===== src/rtl/ext_tran_bridge_if.sv =====
// Wishbone classic bus bundle between the bridge and its slave.
// Names keep the bridge-side direction suffixes.
interface ext_tran_bridge_if;
  logic [31:0] wb_adr_o;
  logic [31:0] wb_dat_o;
  logic [3:0]  wb_sel_o;
  logic        wb_we_o;
  logic        wb_cyc_o;
  logic        wb_stb_o;
  logic [31:0] wb_dat_i;
  logic        wb_ack_i;
  logic        wb_err_i;

  modport master (
    output wb_adr_o, wb_dat_o, wb_sel_o,
    output wb_we_o, wb_cyc_o, wb_stb_o,
    input  wb_dat_i, wb_ack_i, wb_err_i
  );

  modport slave (
    input  wb_adr_o, wb_dat_o, wb_sel_o,
    input  wb_we_o, wb_cyc_o, wb_stb_o,
    output wb_dat_i, wb_ack_i, wb_err_i
  );
endinterface


===== src/rtl/ext_tran_bridge.sv =====
// Single-transaction bridge to a Wishbone master port.
// Checks alignment, runs one bus cycle with timeout, holds result.
module ext_tran_bridge #(
  parameter int unsigned TIMEOUT_CYCLES = 255
) (
  input  logic        clk_i,
  input  logic        rst_i,
  input  logic [31:0] ext_tran_addr_i,
  input  logic [31:0] ext_tran_data_i,
  input  logic [1:0]  ext_tran_size_i,
  input  logic        ext_tran_start_i,
  input  logic        ext_tran_write_i,
  input  logic        ext_tran_clear_i,
  output logic [31:0] ext_tran_data_o,
  output logic        ext_tran_ready_o,
  output logic        ext_tran_err_o,
  output logic        ext_tran_timeout_o,
  ext_tran_bridge_if.master wb
);

  typedef enum logic [1:0] {
    IDLE,
    BUS,
    DONE
  } state_t;

  localparam logic [7:0] TO_LAST = 8'(TIMEOUT_CYCLES - 1);

  state_t      state_q;
  logic [7:0]  cnt_q;
  logic [1:0]  lo_q;
  logic [1:0]  size_q;
  logic [31:0] adr_q;
  logic [31:0] wdat_q;
  logic [3:0]  sel_q;
  logic        we_q;
  logic        cyc_q;
  logic [31:0] rdata_q;
  logic        ready_q;
  logic        err_q;
  logic        to_q;

  logic        legal_d;
  logic [3:0]  sel_d;
  logic [31:0] wdat_d;
  logic [31:0] lane_d;
  logic [31:0] rdat_d;

  // Legality, byte lanes and replicated write data for a new request
  always_comb begin
    legal_d = 1'b1;
    sel_d   = 4'b0000;
    wdat_d  = ext_tran_data_i;
    unique case (ext_tran_size_i)
      2'd0: begin
        sel_d  = 4'b0001 << ext_tran_addr_i[1:0];
        wdat_d = {4{ext_tran_data_i[7:0]}};
      end
      2'd1: begin
        legal_d = ~ext_tran_addr_i[0];
        sel_d   = ext_tran_addr_i[1] ? 4'b1100 : 4'b0011;
        wdat_d  = {2{ext_tran_data_i[15:0]}};
      end
      2'd2: begin
        legal_d = (ext_tran_addr_i[1:0] == 2'b00);
        sel_d   = 4'b1111;
      end
      default: legal_d = 1'b0;
    endcase
  end

  // Right-align and zero-extend the selected read lanes
  always_comb begin
    lane_d = wb.wb_dat_i >> {lo_q, 3'b000};
    rdat_d = wb.wb_dat_i;
    unique case (size_q)
      2'd0: rdat_d = {24'h0, lane_d[7:0]};
      2'd1: rdat_d = lo_q[1] ? {16'h0, wb.wb_dat_i[31:16]}
                             : {16'h0, wb.wb_dat_i[15:0]};
      default: rdat_d = wb.wb_dat_i;
    endcase
  end

  // Transaction FSM with registered bus and result outputs
  always_ff @(posedge clk_i) begin
    if (rst_i) begin
      state_q <= IDLE;
      cnt_q   <= 8'h0;
      lo_q    <= 2'b00;
      size_q  <= 2'b00;
      adr_q   <= 32'h0;
      wdat_q  <= 32'h0;
      sel_q   <= 4'h0;
      we_q    <= 1'b0;
      cyc_q   <= 1'b0;
      rdata_q <= 32'h0;
      ready_q <= 1'b0;
      err_q   <= 1'b0;
      to_q    <= 1'b0;
    end else begin
      unique case (state_q)
        IDLE: begin
          if (ext_tran_start_i) begin
            lo_q   <= ext_tran_addr_i[1:0];
            size_q <= ext_tran_size_i;
            if (legal_d) begin
              state_q <= BUS;
              cnt_q   <= 8'h0;
              adr_q   <= {ext_tran_addr_i[31:2], 2'b00};
              wdat_q  <= wdat_d;
              sel_q   <= sel_d;
              we_q    <= ext_tran_write_i;
              cyc_q   <= 1'b1;
            end else begin
              state_q <= DONE;
              rdata_q <= 32'h0;
              ready_q <= 1'b1;
              err_q   <= 1'b1;
              to_q    <= 1'b0;
            end
          end
        end
        BUS: begin
          if (wb.wb_err_i || wb.wb_ack_i ||
              cnt_q == TO_LAST) begin
            state_q <= DONE;
            cyc_q   <= 1'b0;
            adr_q   <= 32'h0;
            wdat_q  <= 32'h0;
            sel_q   <= 4'h0;
            we_q    <= 1'b0;
            ready_q <= 1'b1;
            if (wb.wb_err_i) begin
              err_q   <= 1'b1;
              rdata_q <= 32'h0;
            end else if (wb.wb_ack_i) begin
              err_q   <= 1'b0;
              rdata_q <= we_q ? 32'h0 : rdat_d;
            end else begin
              cnt_q   <= cnt_q + 8'd1;
              err_q   <= 1'b1;
              to_q    <= 1'b1;
              rdata_q <= 32'h0;
            end
          end else begin
            cnt_q <= cnt_q + 8'd1;
          end
        end
        DONE: begin
          if (ext_tran_clear_i) begin
            state_q <= IDLE;
            ready_q <= 1'b0;
            err_q   <= 1'b0;
            to_q    <= 1'b0;
          end
        end
        default: state_q <= IDLE;
      endcase
    end
  end

  assign wb.wb_adr_o = adr_q;
  assign wb.wb_dat_o = wdat_q;
  assign wb.wb_sel_o = sel_q;
  assign wb.wb_we_o  = we_q;
  assign wb.wb_cyc_o = cyc_q;
  assign wb.wb_stb_o = cyc_q;

  assign ext_tran_data_o    = rdata_q;
  assign ext_tran_ready_o   = ready_q;
  assign ext_tran_err_o     = err_q;
  assign ext_tran_timeout_o = to_q;

endmodule


===== src/flat_wrapper.sv =====
// flat-port wrapper written by rule: the top's interface ports become plain ports
module ext_tran_bridge_flat 
#(
  parameter int unsigned TIMEOUT_CYCLES = 255
)
  (clk_i, rst_i, ext_tran_addr_i, ext_tran_data_i, ext_tran_size_i, ext_tran_start_i, ext_tran_write_i, ext_tran_clear_i, ext_tran_data_o, ext_tran_ready_o, ext_tran_err_o, ext_tran_timeout_o, wb_wb_adr_o, wb_wb_dat_o, wb_wb_sel_o, wb_wb_we_o, wb_wb_cyc_o, wb_wb_stb_o, wb_wb_dat_i, wb_wb_ack_i, wb_wb_err_i);
  ext_tran_bridge_if wb_i ();
  input  logic clk_i;
  input  logic rst_i;
  input  logic [31:0] ext_tran_addr_i;
  input  logic [31:0] ext_tran_data_i;
  input  logic [1:0] ext_tran_size_i;
  input  logic ext_tran_start_i;
  input  logic ext_tran_write_i;
  input  logic ext_tran_clear_i;
  output logic [31:0] ext_tran_data_o;
  output logic ext_tran_ready_o;
  output logic ext_tran_err_o;
  output logic ext_tran_timeout_o;
  output wire logic [$bits(wb_i.wb_adr_o)-1:0] wb_wb_adr_o;
  output wire logic [$bits(wb_i.wb_dat_o)-1:0] wb_wb_dat_o;
  output wire logic [$bits(wb_i.wb_sel_o)-1:0] wb_wb_sel_o;
  output wire logic [$bits(wb_i.wb_we_o)-1:0] wb_wb_we_o;
  output wire logic [$bits(wb_i.wb_cyc_o)-1:0] wb_wb_cyc_o;
  output wire logic [$bits(wb_i.wb_stb_o)-1:0] wb_wb_stb_o;
  input wire logic [$bits(wb_i.wb_dat_i)-1:0] wb_wb_dat_i;
  input wire logic [$bits(wb_i.wb_ack_i)-1:0] wb_wb_ack_i;
  input wire logic [$bits(wb_i.wb_err_i)-1:0] wb_wb_err_i;
  assign wb_wb_adr_o = wb_i.wb_adr_o;
  assign wb_wb_dat_o = wb_i.wb_dat_o;
  assign wb_wb_sel_o = wb_i.wb_sel_o;
  assign wb_wb_we_o = wb_i.wb_we_o;
  assign wb_wb_cyc_o = wb_i.wb_cyc_o;
  assign wb_wb_stb_o = wb_i.wb_stb_o;
  assign wb_i.wb_dat_i = wb_wb_dat_i;
  assign wb_i.wb_ack_i = wb_wb_ack_i;
  assign wb_i.wb_err_i = wb_wb_err_i;
  ext_tran_bridge #(.TIMEOUT_CYCLES(TIMEOUT_CYCLES)) u_core (.clk_i(clk_i), .rst_i(rst_i), .ext_tran_addr_i(ext_tran_addr_i), .ext_tran_data_i(ext_tran_data_i), .ext_tran_size_i(ext_tran_size_i), .ext_tran_start_i(ext_tran_start_i), .ext_tran_write_i(ext_tran_write_i), .ext_tran_clear_i(ext_tran_clear_i), .ext_tran_data_o(ext_tran_data_o), .ext_tran_ready_o(ext_tran_ready_o), .ext_tran_err_o(ext_tran_err_o), .ext_tran_timeout_o(ext_tran_timeout_o), .wb(wb_i));
endmodule

===== config.mk =====
export PLATFORM = sky130hd
export DESIGN_NAME = ext_tran_bridge_flat
export DESIGN_NICKNAME = d
export VERILOG_FILES = /design/src/rtl/ext_tran_bridge_if.sv /design/src/rtl/ext_tran_bridge.sv /design/src/flat_wrapper.sv
export SDC_FILE = /design/constraint.sdc
export NUM_CORES = 1
export LEC_CHECK = 0
export ABC_AREA = 1
export ABC_CLOCK_PERIOD_IN_PS = 1700
export CAP_MARGIN = 20
export CORE_MARGIN = 8
export CORE_UTILIZATION = 23
export CTS_CLUSTER_SIZE = 14
export DETAILED_ROUTE_END_ITERATION = 7
export SLEW_MARGIN = 10
export SYNTH_ARGS = -nofsm -noshare
export SYNTH_HDL_FRONTEND = slang
export SYNTH_SLANG_ARGS = --single-unit

===== constraint.sdc =====
create_clock -name clk_i -period 1.7 [get_ports clk_i]
set_input_delay 0.34 -clock clk_i [delete_from_list [all_inputs] [get_ports clk_i]]
set_output_delay 0.34 -clock clk_i [all_outputs]
set_load 0.005 [all_outputs]

==> out/results.ini, run 1 <==
[cts]
clock_latency_ns=0.42
cts_max_level=4
cts_sinks=117
clock_path_buffers=2
cts-buffers-inserted=17
cts_root_buf=clkbuf_16
cts_hold_buf=0
cts_tree=built
clk_pin_slew_worst_paths_ns=0.05

[power_and_ir_drop]
p_int_uw=6110
powerDensity_nw_per_um2=974.1
vdd_drop_max_v=0.0006434
switching_power_uw=2368
leakage_uw=0.003340
power_frac_comb_pct=21.9
p_seq_share_pct=35.2
p_sw_share_pct=27.93
pwr-share-clk_pct=42.9

[global_routing]
first_global_vias=5864
grt_max_degree=82
grt_usage_pct=14.42
grt_remaining_overflow=0
antenna_found_initial=0
grt_pass1_wl_um=32270

[detailed_routing]
drt_first_pass_iters=4
wl_um=21000
antenna_left=0
drc=0
routedWlPerCell_um=16.15
avgViaCountPerCell=4.536
drtIter0Drc=277
vias=5897

[hold_path]
hold_depth=4
worstHoldEndpoint=u_core.state_q[0]
hold_start=rst_i
worstHoldPathType=input pin to register

[logic_synthesis]
syn_avg_cell_area_um2=6.846
yosysTopAreaCell=dfxtp_1
synth_seq_area_share_pct=43.86
ys_ff_latch=117
synth_area_leaders=dfxtp_1 44%, nand2_1 17%, a21oi_1 11%, nand3_1 9.9%, o21ai_0 3.7%
syn_inst=780
yosysWarnings=0
syn-cell-area_um2=5340
ys_types=28
netlist.area_leader.share_pct=43.86

[setup_path]
crit_required_ns=1.36
r2r_end=u_core.ext_tran_data_o[5]
crit_slowest_cell=clkdlybuf4s50_1
critPathTopFamily=buffers and inverters
path_buf_inv=1
r2r_cells=8
slowest_delay_ns=0.54
reg2reg_slack_ns=0.10
r2r-start=u_core.state_q[0]
start_kind=register
crit_fanout=2
arrival_ns=1.33
crit_type=register to primary output
crit_path_end_kind=primary output
cp_cell_sequence=clkdlybuf4s50_1

[run_status]
outcome=finished clean

[sta]
final_hold_viol_count=0
slew_violations=0
max_freq_mhz=598.3
tns_ns=0
fin_skew_ns=0.01361
setup_slack_ns=0.02855
period_needed_ns=1.671
setup_viol=0
period_share_pct=98.32

[placement]
port_buffers=208
gp_congestion=0.7855
place_ws_ns=-0.2734
dp_hpwl_um=15420

[die]
fp.dieH_um=168.4
pin_count=211
core_area_um2=22710
row_count=55
die-area_um2=28350
die_width_um=168.4
initial_core_util_pct=23.52

[final_layout]
syn_to_final_growth_pct=62.98
drive_gt1_share_pct=9.261
final_util_pct=38.33
n_fill_cell=2391
nets=1109
n_antenna_cell=0

[run]
cap_violations=0

## layer usage
layer / up-vias / global-route usage (%) / part of all wire (%)
met5: - / 0 / 0
met4: 0 / 4.620 / 2.0
met2: 158 / 24.31 / 48
li1: 3007 / - / -
met3: 26 / 6.572 / 8.5
met1: 2706 / 15.93 / 42
## worst max-delay path by stage
stage                                   endpoint  cells past startpoint              startpoint
after detailed placement         u_core.cnt_q[6]                     10      ext_tran_size_i[0]
final                            wb_wb_dat_o[30]                      1  u_core.wb.wb_dat_o[30]
after global routing      u_core.wb.wb_adr_o[24]                     10         u_core.cnt_q[0]
after global placement           u_core.cnt_q[7]                      8      ext_tran_size_i[0]
after CTS                            wb_wb_stb_o                      1      u_core.wb.wb_cyc_o
after floorplan           u_core.wb.wb_adr_o[14]                     11         u_core.cnt_q[0]
## cell usage in the layout, fill, tap and decap left out, types with 3 or more instances in the layout
master	n
dfxtp_1	115
buf_4	33
nand2_2	3
o21ai_0	39
nor2_1	33
nand2_1	240
a21oi_1	117
buf_12	15
nand4_1	3
nor2_2	3
bufinv_16	3
clkinvlp_4	3
inv_1	39
clkinv_2	6
dlymetal6s2s_1	6
dlygate4sd2_1	3
o21a_1	8
clkbuf_16	18
clkdlybuf4s50_1	198
nand3_1	106
## logic make-up after synthesis
logic type                 share of synthesized area, %
AOI/OAI and AO/OA                                 16.52
xor gates and xnor gates                         0.3281
adders and majority gates                        0.4685
buffers and inverters                             7.849
DFF                                               43.86
other                                           0.07022
and+or+nand+nor                                   30.90
## power by group through the flow
stage	Clock (uW)	Combinational, uW	Sequential, uW
finish	3630	1860	2980
global route	3850	2030	3000
CTS	3700	1850	2990
detailed placement	0	1840	3040
global placement	0	1840	3040
floorplan	0	814	3040
## what timing repair did
action | in CTS | in global routing
gates resized for setup | 3 | 10
pin swaps | 0 | 1
gates cloned | 0 | 1
setup endpoints to repair | 3 | 24
setup buffers | 0 | 1
## cell type report
type | instances | area [um2] | share of cell area [%]
Timing Repair Buffer | 256 | 2656 | 30.52
Multi-Input combinational cell | 569 | 2603 | 29.90
Sequential cell | 117 | 2345 | 26.94
Clock buffer | 18 | 429.2 | 4.931
Tap cell | 285 | 356.6 | 4.097
Clock inverter | 14 | 160.2 | 1.840
Inverter | 41 | 153.9 | 1.768
## cell usage after synthesis
cell / count
buf_6: 3
nand4_1: 3
nand2_2: 2
nand3b_1: 1
buf_4: 4
o21bai_1: 2
xnor2_1: 1
nand3_2: 3
conb_1: 1
inv_2: 1
or2_2: 1
o21ai_0: 39
o21a_1: 8
nor2_2: 2
nand2_1: 241
nor2_1: 34
a21boi_1: 1
dfxtp_1: 117
clkinv_1: 1
a21oi_2: 1
buf_2: 20
clkbuf_1: 27
xor2_1: 1
a21oi_1: 117
ha_1: 2
nand3_1: 106
o21ai_1: 2
inv_1: 39
## flip-flops by register name, summed over array words and instances, names as in the netlist, 2 cells and up
name	cells
u_core.ext_tran_data_o	32
u_core.wb.wb_dat_o	32
u_core.wb.wb_adr_o	30
u_core.cnt_q	8
u_core.wb.wb_sel_o	4
u_core.lo_q	2
u_core.size_q	2
u_core.state_q	2
## per-stage QoR
stage | instances | power (uW) | hold WS (ns) | cell area, um2
after floorplan | 781 | 3852 | 0.4364 | 5344
after global placement | 1266 | 4873 | 0.4479 | 8058
after detailed placement | 1266 | 4880 | 0.4521 | 8058
after CTS | 1298 | 8534 | 0.2910 | 8643
after global routing | 1300 | 8878 | 0.3161 | 8703
final | 1300 | 8478 | 0.3075 | 8703
Note: power is estimated with default switching activity, not from simulation.
==> run 2, diff against run 1 <==
--- a/config.mk
+++ b/config.mk
@@ -12,6 +12,7 @@
 export CORE_UTILIZATION = 23
 export CTS_CLUSTER_SIZE = 14
 export DETAILED_ROUTE_END_ITERATION = 7
+export REMOVE_ABC_BUFFERS = 1
 export SLEW_MARGIN = 10
 export SYNTH_ARGS = -nofsm -noshare
 export SYNTH_HDL_FRONTEND = slang
==> out/results.ini, run 2 (synthesized netlist as in run 1, its figures left out) <==
[run_status]
outcome=finished clean

[power_and_ir_drop]
powerDensity_nw_per_um2=963.9  ; -1.1%
leakage_uw=0.003415  ; +2.3%
vdd_drop_max_v=0.0006594  ; +2.5%

[final_layout]
n_antenna_cell=0  ; unchanged
drive_gt1_share_pct=11.20  ; +1.9 points
final_cell_mix=240 x nand2_1, 198 x clkdlybuf4s50_1, 114 x a21oi_1
final_common_cell=nand2_1
syn_to_final_growth_pct=65.28
finalNonFillerCells=1312  ; +0.92%
nets=1121  ; +1.1%

[sta]
period_share_pct=96.47  ; -1.9 points
slew_violations=0  ; unchanged
setup_viol=0  ; unchanged
max_freq_mhz=609.8  ; +1.9%
fin_skew_ns=0.01450  ; +0.0008890 ns
final_hold_viol_count=0  ; unchanged
period_needed_ns=1.640  ; -0.03153 ns
holdWs_ns=0.3419  ; +0.03439 ns

[cts]
cts_sinks=117  ; unchanged
cts-buffers-inserted=17  ; unchanged
cts_tree=built
clock_path_buffers=2  ; unchanged
clock_latency_ns=0.42  ; about the same
cts_max_level=4  ; unchanged
cts_root_buf=clkbuf_16
clk_pin_slew_worst_paths_ns=0.06  ; about the same

[global_routing]
first_global_vias=5811  ; -0.90%
grt_usage_pct=14.33  ; -0.093 points
antenna_found_initial=1  ; +1
grt_pass1_wl_um=32330  ; +0.19%
grt_max_degree=47  ; -43%
grt_remaining_overflow=0  ; unchanged

[detailed_routing]
dr_wl_met2_um=9346  ; -6.5%
avgViaCountPerCell=4.526  ; -0.23%
wl_um=21210  ; +0.99%
antenna_left=0  ; unchanged
routedLengthMet1_um=9400  ; +6.9%
vias=5938  ; +0.70%
met3_length_um=2269  ; +26%
routedWlPerCell_um=16.16  ; about the same
highest-signal-layer=met5
drtIter0Drc=334  ; +21%
drt_first_pass_iters=7  ; +3
drc=0  ; unchanged

[setup_path]
crit_type=register to primary output
critPathTopFamily=buffers and inverters
cp_cell_sequence=clkdlybuf4s50_1
crit_required_ns=1.36  ; about the same
arrival_ns=1.30  ; -0.03 ns
r2r_cells=11  ; +3
crit_fanout=2  ; unchanged
cp.depth=1  ; unchanged
crit_path_end_kind=primary output
slowest_delay_ns=0.54  ; about the same
start_kind=register
path_buf_inv=1  ; unchanged
crit_slowest_cell=clkdlybuf4s50_1

[placement]
port_buffers=208  ; unchanged
dp_hpwl_um=14690  ; -4.7%
gp_congestion=0.8088  ; +3.0%
placed_cells=1270  ; +0.32%

[die]
pin_count=211  ; unchanged
fp.dieH_um=168.4  ; unchanged
die-area_um2=28350  ; unchanged
row_count=55  ; unchanged
die_width_um=168.4  ; unchanged
initial_core_util_pct=23.52  ; unchanged
core_area_um2=22710  ; unchanged

[hold_path]
hold_depth=2  ; -2
worstHoldPathType=input pin to register

[run]
cap_violations=0  ; unchanged

-- run 2: worst paths after layout --
| path | slack (ns) | startpoint | endpoint |
|---|---|---|---|
| max reg2reg | 0.08 | u_core.cnt_q[0] | u_core.wb.wb_dat_o[21] |
| max | 0.06 | u_core.wb.wb_dat_o[19] | wb_wb_dat_o[19] |
| min reg2reg | 0.44 | u_core.ext_tran_timeout_o | u_core.ext_tran_timeout_o |
| min | 0.34 | rst_i | u_core.state_q[1] |
-- run 2: layout make-up --
class,count,area (um2)
multi-input cells,569,2634
clock buffers,20,446.7
clock inverters,12,130.1
inverters,41,153.9
flip-flops and latches,117,2347
well taps,285,356.6
repair buffers,268,2758
fillers,2364,13880
-- run 2: per-stage QoR --
stage	TNS, ns	utilization, %	setup WS [ns]	instance area, um2	total power [uW]
after floorplan	-72.42	-	-0.9643	5079	3711
after global placement	-31.07	35.28	-0.3152	8013	4832
after detailed placement	-33.32	35.28	-0.3700	8013	4835
after CTS	0	37.82	0.008510	8588	8478
after global routing	-0.2183	38.87	-0.02377	8826	8960
final	0	38.87	0.06008	8826	8507
-- run 2: repair_timing --
item                       in CTS  in global routing
buffers inserted                0                  5
gates resized for setup         1                 29
hold buffers                    0                  0
setup endpoints to repair       1                 98
cloned                          0                  5
pin swaps                       0                  4
-- run 2: report_power, final --
part,internal [uW],switching [uW]
Sequential,2900,87.4
Combinational,980,976
Clock,2190,1380
Total,6070,2440
-- run 2: metal layers --
layer,track usage (%),up-vias
li1,-,3035
met1,17.42,2684
met2,21.84,203
met3,7.367,14
met4,3.882,2
met5,0,-
==> run 3, diff against run 2 <==
--- a/config.mk
+++ b/config.mk
@@ -12,6 +12,8 @@
 export CORE_UTILIZATION = 23
 export CTS_CLUSTER_SIZE = 14
 export DETAILED_ROUTE_END_ITERATION = 7
+export HOLD_SLACK_MARGIN = 0.02
+export MAX_ROUTING_LAYER = met4
 export REMOVE_ABC_BUFFERS = 1
 export SLEW_MARGIN = 10
 export SYNTH_ARGS = -nofsm -noshare
==> out/results.ini, run 3 (synthesized netlist as in run 1, its figures left out) <==
[detailed_routing]
wl_um=21070  ; -0.64%
dr_wl_met2_um=9378  ; +0.34%
met3_length_um=1942  ; -14%
drtIter0Drc=348  ; +4.2%
antenna_left=0  ; unchanged
drt_first_pass_iters=4  ; -3
avgViaCountPerCell=4.547  ; +0.46%
highest-signal-layer=met4
drc=0  ; unchanged
routedWlPerCell_um=16.08  ; -0.49%
routedLengthMet1_um=9585  ; +2.0%
vias=5956  ; +0.30%

[sta]
final_hold_viol_count=0  ; unchanged
rsz0062_at_grt=true
period_share_pct=97.24  ; +0.77 points
holdWs_ns=0.3388  ; -0.003102 ns
setup_viol=0  ; unchanged
max_freq_mhz=604.9  ; -0.80%
period_needed_ns=1.653  ; +0.01316 ns
setup_slack_ns=0.04692  ; -0.01316 ns
fin_skew_ns=0.01126  ; -0.003235 ns
slew_violations=0  ; unchanged

[global_routing]
grt_remaining_overflow=0  ; unchanged
first_global_vias=5841  ; +0.52%
grt_usage_pct=14.75  ; +0.42 points
antenna_found_initial=1  ; unchanged
grt_pass1_wl_um=32220  ; -0.34%
grt_max_degree=47  ; unchanged

[placement]
placedInstanceArea_um2=8013  ; unchanged
place_ws_ns=-0.3700  ; unchanged
dp_hpwl_um=14690  ; unchanged
gp_congestion=0.8206  ; +1.5%
port_buffers=208  ; unchanged
placed_cells=1270  ; unchanged

[power_and_ir_drop]
leakage_uw=0.003412  ; about the same
powerDensity_nw_per_um2=965.0  ; +0.11%
vdd_drop_max_v=0.0006547  ; -0.70%

[die]
pin_count=211  ; unchanged
row_count=55  ; unchanged
die-area_um2=28350  ; unchanged
core_area_um2=22710  ; unchanged
die_width_um=168.4  ; unchanged
initial_core_util_pct=23.52  ; unchanged
fp.dieH_um=168.4  ; unchanged

[hold_path]
hold_start=rst_i
worstHoldPathType=input pin to register

[setup_path]
start_kind=register
slowest_delay_ns=0.56  ; +0.02 ns
critPathTopFamily=buffers and inverters
path_buf_inv=1  ; unchanged
reg2reg_slack_ns=0.09  ; about the same
crit_type=register to primary output
crit_required_ns=1.36  ; about the same
crit_slowest_cell=clkdlybuf4s50_1
critPathLaunch=u_core.wb.wb_dat_o[19]
crit_fanout=2  ; unchanged
arrival_ns=1.31  ; about the same
cp_cell_sequence=clkdlybuf4s50_1
r2r-start=u_core.cnt_q[0]
crit_path_end_kind=primary output

[final_layout]
design_area_um2=8787  ; -0.44%
drive_gt1_share_pct=10.84  ; -0.36 points
final_common_cell=nand2_1
syn_to_final_growth_pct=64.55
finalNonFillerCells=1310  ; -0.15%
final_cell_mix=240 x nand2_1, 197 x clkdlybuf4s50_1, 113 x a21oi_1, 113 x dfxtp_1, 106 x nand3_1
nets=1118  ; -0.27%

[run_status]
outcome=finished clean

[cts]
clock_path_buffers=2  ; unchanged
clk_pin_slew_worst_paths_ns=0.06  ; about the same
cts_root_buf=clkbuf_16
clock_latency_ns=0.42  ; about the same
cts-buffers-inserted=17  ; unchanged
cts_max_level=4  ; unchanged
cts_sinks=117  ; unchanged
cts_tree=built

[run]
cap_violations=0  ; unchanged

[run 3: changes by cell type in the layout (fill, tap and decap cells not counted)]
| cell | previous run | this run |
|---|---|---|
| clkdlybuf4s50_1 | 198 | 197 |
| nand3_4 | 1 | 0 |
| nand3_2 | 4 | 3 |
| dlymetal6s2s_1 | 8 | 9 |
| buf_6 | 5 | 3 |
| diode_2 | 0 | 1 |
| buf_4 | 42 | 41 |
| a21oi_1 | 114 | 113 |
| a21oi_2 | 3 | 4 |
| nand3_1 | 104 | 106 |
[run 3: cell type report]
type	instances	area [um2]
fillers	2361	13920
multi-input cells	569	2620
clock inverters	12	130.1
diodes	1	2.502
flip-flops and latches	117	2347
well taps	285	356.6
inverters	41	153.9
clock buffers	20	446.7
repair buffers	265	2730
[run 3: per-stage QoR]
step	utilization (%)	setup TNS, ns	power, uW
floorplan	-	-72.42	3711
global placement	35.28	-31.07	4832
detailed placement	35.28	-33.32	4835
CTS	37.82	0	8478
global route	38.69	-0.07398	8924
finish	38.69	0	8479
[run 3: what timing repair did]
item / 4_1_cts / 5_1_grt
endpoints found under the setup margin: 1 / 98
gates cloned: 0 / 4
gates resized for setup: 1 / 27
setup buffers: 0 / 3
pin swaps: 0 / 1
hold buffers: 0 / 0
[run 3: power breakdown]
| part | total [uW] | switching [uW] | leakage, uW | internal [uW] |
|---|---|---|---|---|
| sequential | 2980 | 87.1 | 0.000952 | 2900 |
| clock | 3570 | 1380 | 0.000268 | 2190 |
| combinational | 1920 | 963 | 0.00219 | 959 |
| total | 8480 | 2430 | 0.00341 | 6050 |
[run 3: worst paths after layout]
kind | depth (start not counted) | to
min | 2 | u_core.state_q[1]
min reg2reg | 2 | u_core.ext_tran_timeout_o
max | 1 | wb_wb_dat_o[19]
max reg2reg | 11 | u_core.wb.wb_dat_o[14]
[run 3: routing by layer]
layer	up-vias	GRT usage, %
met4	0	3.882
met1	2724	17.96
met2	195	21.80
met3	11	6.595
li1	3026	-
met5	-	-
